<file path="src/rtl/mvm_pkg.sv">
// Shared constants, streamer state type and narrowing helper for the MVM datapath.
package mvm_pkg;

    localparam int DEF_MATRIX_ROWS = 6;
    localparam int DEF_SHARED_DIM  = 3;
    localparam int DEF_WIDTH       = 8;
    localparam int DEF_ACC_WIDTH   = DEF_SHARED_DIM * DEF_WIDTH;
    localparam int DEF_OUT_WIDTH   = 8;

    typedef enum logic {
        IDLE   = 1'b0,
        STREAM = 1'b1
    } stream_state_e;

    // Clamp a sign-extended value into the signed range of an out_w-bit
    // number. The caller keeps the low out_w bits of the result.
    function automatic logic signed [63:0] sat_clamp(input logic signed [63:0] v,
                                                     input int unsigned out_w);
        logic signed [63:0] hi;
        logic signed [63:0] lo;
        hi = (64'sd1 <<< (out_w - 1)) - 64'sd1;
        lo = -(64'sd1 <<< (out_w - 1));
        if (v > hi)
            return hi;
        else if (v < lo)
            return lo;
        else
            return v;
    endfunction

endpackage

</file>
<file path="src/rtl/mvm_saturate.sv">
// Combinational ACC_WIDTH -> OUT_WIDTH narrower: signed saturation or plain truncation.
module mvm_saturate
    import mvm_pkg::*;
#(
    parameter int ACC_WIDTH = DEF_ACC_WIDTH,
    parameter int OUT_WIDTH = DEF_OUT_WIDTH,
    parameter int SATURATE  = 1
) (
    input  logic [ACC_WIDTH-1:0] acc,
    output logic [OUT_WIDTH-1:0] narrowed
);

    generate
        if (OUT_WIDTH == ACC_WIDTH) begin : g_pass
            assign narrowed = acc;
        end else if (SATURATE != 0) begin : g_sat
            logic [63:0] clamped;
            logic        unused_hi;
            // Sign-extend to the helper's working width, clamp, keep the low bits.
            always_comb clamped = sat_clamp(64'($signed(acc)), OUT_WIDTH);
            assign narrowed  = clamped[OUT_WIDTH-1:0];
            assign unused_hi = ^clamped[63:OUT_WIDTH];
        end else begin : g_trunc
            logic unused_hi;
            assign narrowed  = acc[OUT_WIDTH-1:0];
            assign unused_hi = ^acc[ACC_WIDTH-1:OUT_WIDTH];
        end
    endgenerate

endmodule

</file>
<file path="src/rtl/mvm_result_streamer.sv">
// Captures an MVM result vector and streams its narrowed elements one per beat.
module mvm_result_streamer
    import mvm_pkg::*;
#(
    parameter int MATRIX_ROWS = DEF_MATRIX_ROWS,
    parameter int ACC_WIDTH   = DEF_ACC_WIDTH,
    parameter int OUT_WIDTH   = DEF_OUT_WIDTH,
    parameter int SATURATE    = 1
) (
    input  logic                             clk,
    input  logic                             reset,
    input  logic                             result_valid,
    input  logic [MATRIX_ROWS*ACC_WIDTH-1:0] result_vector,
    output logic                             result_ready,
    output logic [OUT_WIDTH-1:0]             out_data,
    output logic                             out_valid,
    input  logic                             out_ready,
    output logic                             out_last,
    output logic [$clog2(MATRIX_ROWS)-1:0]   out_index,
    output logic                             busy,
    output logic                             drop
);

    localparam int IDX_W = $clog2(MATRIX_ROWS);
    localparam logic [IDX_W-1:0] LAST_IDX = IDX_W'(MATRIX_ROWS - 1);

    stream_state_e state_q, state_d;

    logic [MATRIX_ROWS-1:0][ACC_WIDTH-1:0] cap_q;
    logic [MATRIX_ROWS-1:0][ACC_WIDTH-1:0] rv_elems;
    logic [IDX_W-1:0]                      idx_d;
    logic                                  valid_d;
    logic                                  cap_load;
    logic                                  upd_data;
    logic                                  drop_d;
    logic [ACC_WIDTH-1:0]                  sel_elem;
    logic [OUT_WIDTH-1:0]                  narrowed;

    assign rv_elems     = result_vector;
    assign result_ready = (state_q == IDLE);

    // One narrower, fed by whichever element is about to be presented.
    mvm_saturate #(
        .ACC_WIDTH (ACC_WIDTH),
        .OUT_WIDTH (OUT_WIDTH),
        .SATURATE  (SATURATE)
    ) u_sat (
        .acc      (sel_elem),
        .narrowed (narrowed)
    );

    // State register.
    always_ff @(posedge clk) begin
        if (reset)
            state_q <= IDLE;
        else
            state_q <= state_d;
    end

    // Next state, next index and element select. On capture the element comes
    // straight from the input bus since the capture register is not loaded yet.
    always_comb begin
        state_d  = state_q;
        idx_d    = out_index;
        valid_d  = out_valid;
        cap_load = 1'b0;
        upd_data = 1'b0;
        drop_d   = 1'b0;
        sel_elem = cap_q[0];
        case (state_q)
            IDLE: begin
                if (result_valid) begin
                    state_d  = STREAM;
                    cap_load = 1'b1;
                    valid_d  = 1'b1;
                    idx_d    = '0;
                    upd_data = 1'b1;
                    sel_elem = rv_elems[0];
                end
            end
            STREAM: begin
                drop_d = result_valid;
                if (out_valid && out_ready) begin
                    if (out_index == LAST_IDX) begin
                        state_d = IDLE;
                        valid_d = 1'b0;
                        idx_d   = '0;
                    end else begin
                        idx_d    = out_index + 1'b1;
                        upd_data = 1'b1;
                        sel_elem = cap_q[idx_d];
                    end
                end
            end
            default: state_d = IDLE;
        endcase
    end

    // Capture register and registered stream outputs.
    always_ff @(posedge clk) begin
        if (reset) begin
            cap_q     <= '0;
            out_data  <= '0;
            out_valid <= 1'b0;
            out_index <= '0;
            out_last  <= 1'b0;
            busy      <= 1'b0;
            drop      <= 1'b0;
        end else begin
            if (cap_load)
                cap_q <= rv_elems;
            if (upd_data)
                out_data <= narrowed;
            out_valid <= valid_d;
            out_index <= idx_d;
            out_last  <= valid_d && (idx_d == LAST_IDX);
            busy      <= (state_d == STREAM);
            drop      <= drop_d;
        end
    end

endmodule
</file>
<file path="config.mk">
export PLATFORM = sky130hd
export DESIGN_NAME = mvm_result_streamer
export DESIGN_NICKNAME = d
export VERILOG_FILES = /design/src/rtl/mvm_pkg.sv /design/src/rtl/mvm_saturate.sv /design/src/rtl/mvm_result_streamer.sv
export SDC_FILE = /design/constraint.sdc
export NUM_CORES = 1
export LEC_CHECK = 0
export CAP_MARGIN = 25
export CELL_PAD_IN_SITES_DETAIL_PLACEMENT = 1
export CELL_PAD_IN_SITES_GLOBAL_PLACEMENT = 2
export CORE_MARGIN = 2
export CORE_UTILIZATION = 30
export CTS_BUF_LIST = sky130_fd_sc_hd__clkbuf_2 sky130_fd_sc_hd__clkbuf_4 sky130_fd_sc_hd__clkbuf_8
export CTS_CLUSTER_SIZE = 40
export DETAILED_ROUTE_END_ITERATION = 16
export GPL_TIMING_DRIVEN = 0
export MAX_ROUTING_LAYER = met4
export PLACE_DENSITY_LB_ADDON = 0.1
export SETUP_SLACK_MARGIN = 0.05
export SLEW_MARGIN = 0
export SYNTH_ARGS = -nofsm -noshare
export SYNTH_HDL_FRONTEND = slang
export SYNTH_SLANG_ARGS = --single-unit
</file>
<file path="constraint.sdc">
create_clock -name clk -period 3.6 [get_ports clk]
set_input_delay 1.08 -clock clk [delete_from_list [all_inputs] [get_ports clk]]
set_output_delay 1.08 -clock clk [all_outputs]
set_load 0.02 [all_outputs]
</file>
==> impl_results.md <==
- Status: completed
- Longest Clk Path Bufs: 2
- Setup TNS: 0 ns
- CP Launch Type: input pin
- Clock Skews: 0.0109 ns
- Area growth syn-to-layout: 34.8%
- Antenna-violating nets left: 0
- DP Cell Count: 1362
- Syn_nets: 1031
- Setup CP Type: in2reg
- Final setup viols: 0
- Clock-pin slew on the worst setup and hold paths: 0.09 ns
- Final Non-Filler Cells: 1393
- Num rows: 56
- 1st-pass router iterations: 5
- Die Y: 159 um
- Vias in the first global route: 7292
- CORE AREA: 23600 um2
- Minimum clock period: 3.45 ns
- Remaining Overflow, GRT: 0
- Relative slew slack: 45.4%
- CTS root buf: clkbuf_8
- Initial antenna violation count: 0
- CP Data Arrival Time: 3.82 ns
- Hold Path Class: reg2reg
- Final wirelength: 27.8 mm
- Die W: 159 um
- Peak VDD IR: 0.203 mV
- Max-cap violation count: 0
- Post-DP HPWL: 21.0 mm
- Final Hold Fails: 0
- GP Congestion: 0.820
- # port buffers: 162
- CP endpoint kind: flop
- # DRC: 0
- Worst-Margin Slew: 0.819 ns
- Synth Instances: 881
- Clock sinks: 159
- Leak Pwr: 3.44 nW
- H-tree Lvls: 4
- Pwr dens: 433 nW/um2
- IO Pins: 164
- Power Total: 4.22 mW
- Ant diodes: 0
- Final worst path period share: 95.7%
- RSZ-0062 raised after global routing: true
- Synth Cell Area: 7240 um2
- Setup repair bufs after CTS: 0
- Hold buffers post-CTS: 0
- Design Area, Final: 9760 um2
- CTS tree: done
- Yosys reg bits: 159
- Worst Path Max Fanout: 10
- Sequential share of the synthesized area: 44.0%
- Cts bufs inserted: 17
- Share of layout cells above drive strength 1: 9.59%
- Filler Cell Count: 2840
- Final Max Slew Viols: 0
- Worst hold slack: 0.456 ns
- Unique cell type count in the Yosys netlist: 44
- GRT Overall Usage: 22.7%
- DR WL/cell: 20.0 um
- Initial Util: 30.7%
- Avg Inst Size Synth: 8.22 um2
- Routed vias: 6979
- Critical path required time: 3.97 ns
- Clock Latency Late Sink: 0.47 ns
- DIE AREA: 25400 um2
- Final nets: 1212
- Drt initial violations: 371
- Warnings from Yosys: 0
- Area after DPL: 9260 um2
- Vias per cell: 5.01
- First-pass GRT wire length: 42.5 mm
- Largest net degree at the start of global routing: 17
- Achievable Freq: 290 MHz
-- logic make-up (layout without fill, tap and decap cells) --
family          after synthesis  count (layout)  synth area share [%]
buf+inv                      90             283                  6.34
fa+ha+maj                     2               2                 0.346
compound gates              210             210                  17.4
mux                          49              49                  11.3
simple gates                369             369                  20.3
xor+xnor                      2               2                 0.346
flops                       159             159                  44.0
-- cells in the mapped netlist, drive strengths merged --
cell type | instances | share of area [%]
a211oi | 1 | 0.10
nor2b | 1 | 0.086
and4 | 1 | 0.12
nor2 | 24 | 1.2
o311ai | 7 | 0.85
o21a | 1 | 0.10
and2 | 1 | 0.10
buf | 19 | 2.1
and3 | 1 | 0.086
xor2 | 1 | 0.22
o32a | 1 | 0.14
mux2 | 17 | 2.7
o211ai | 8 | 0.83
nand3 | 1 | 0.14
ha | 2 | 0.35
nand2 | 326 | 17
o22ai | 1 | 0.086
nor4bb | 1 | 0.14
dfxtp | 159 | 44
a221oi | 16 | 2.0
a21oi | 148 | 10
nor3 | 1 | 0.14
nor4 | 5 | 0.52
mux4 | 24 | 7.5
o21ai | 4 | 0.28
clkbuf | 53 | 3.3
nand4 | 4 | 0.35
or4 | 1 | 0.16
mux2i | 8 | 1.1
a311oi | 16 | 1.9
o221ai | 7 | 0.85
inv | 18 | 0.93
xnor2 | 1 | 0.12
nand2b | 2 | 0.28
-- placed cells by master, fill, tap and decap left out, types with 3 or more instances in the layout --
cell type        count
o311ai_1             7
buf_2                5
inv_1               18
mux4_2              24
dfxtp_1            159
clkbuf_1            47
clkinv_4             3
clkdlybuf4s50_1    162
mux2_2               9
mux2i_1              8
buf_4                4
mux2_1               7
nor2_1              23
a21oi_1            148
nor4_1               4
nand4_1              4
bufinv_16            4
nand2_1            325
a311oi_1            16
o211ai_1             8
clkbuf_8            24
o21ai_0              4
o221ai_1             7
a221oi_1            11
buf_6                8
a221oi_2             5
-- metrics by stage --
stage	setup WS, ns	utilization (%)
global placement	-0.551	39.2
floorplan	0.699	-
CTS	0.116	41.1
finish	0.154	41.3
global route	0.0357	41.3
detailed placement	-0.548	39.2
-- path summary, 6_finish.rpt --
| kind | startpoint | endpoint | slack [ns] | cells after the start |
|---|---|---|---|---|
| worst max-delay path | out_ready | out_data[3]$_SDFFE_PP0P_ | 0.15 | 10 |
| worst min-delay path | cap_q[136]$_SDFFE_PP0P_ | cap_q[136]$_SDFFE_PP0P_ | 0.46 | 2 |
| worst max register to register | out_index[0]$_SDFF_PP0_ | out_data[3]$_SDFFE_PP0P_ | 0.32 | 10 |
| worst min register to register | cap_q[136]$_SDFFE_PP0P_ | cap_q[136]$_SDFFE_PP0P_ | 0.46 | 2 |
-- state kept, by name, summed over array words and instances, names as in the netlist --
signal	count
cap_q	144
out_data	8
out_index	3
busy	1
drop	1
out_last	1
out_valid	1
-- layout make-up --
cell class | instances | area (um2) | area share [%]
flip-flops and latches | 159 | 3180 | 32.6
well taps | 319 | 399 | 4.09
inverters | 18 | 67.6 | 0.692
clock inverters | 11 | 179 | 1.83
plain buffers | 72 | 394 | 4.04
repair buffers | 162 | 1620 | 16.6
clock buffers | 20 | 275 | 2.82
multi-input cells | 632 | 3640 | 37.3
-- repair_timing --
action                                  in CTS  in global routing
endpoints found under the setup margin      11                  9
gates resized for setup                      1                 10
pin swaps                                    0                  0
-- power by group --
group,internal [mW],switching [mW],leakage [nW]
registers,1.87,0.0734,1.31
logic,0.353,0.385,1.91
clock network,0.816,0.730,0.222
-- critical path, stage by stage --
cell,delay [ns]
clkdlybuf4s50_1,0.55
nand3_2,0.22
o21a_1,0.24
buf_6,0.14
buf_6,0.15
a221oi_1,0.38
nand4_1,0.20
nor4_4,0.40
nor3_2,0.15
o311ai_1,0.30
-- per-layer routing --
layer	wire length [um]	track usage (%)	vias to the layer above
met5	0	-	-
met4	465	5.66	0
met3	1050	3.39	23
met2	13400	37.1	180
met1	12900	29.7	3392
li1	-	-	3384
No activity file was read; power rests on OpenSTA's default activity.
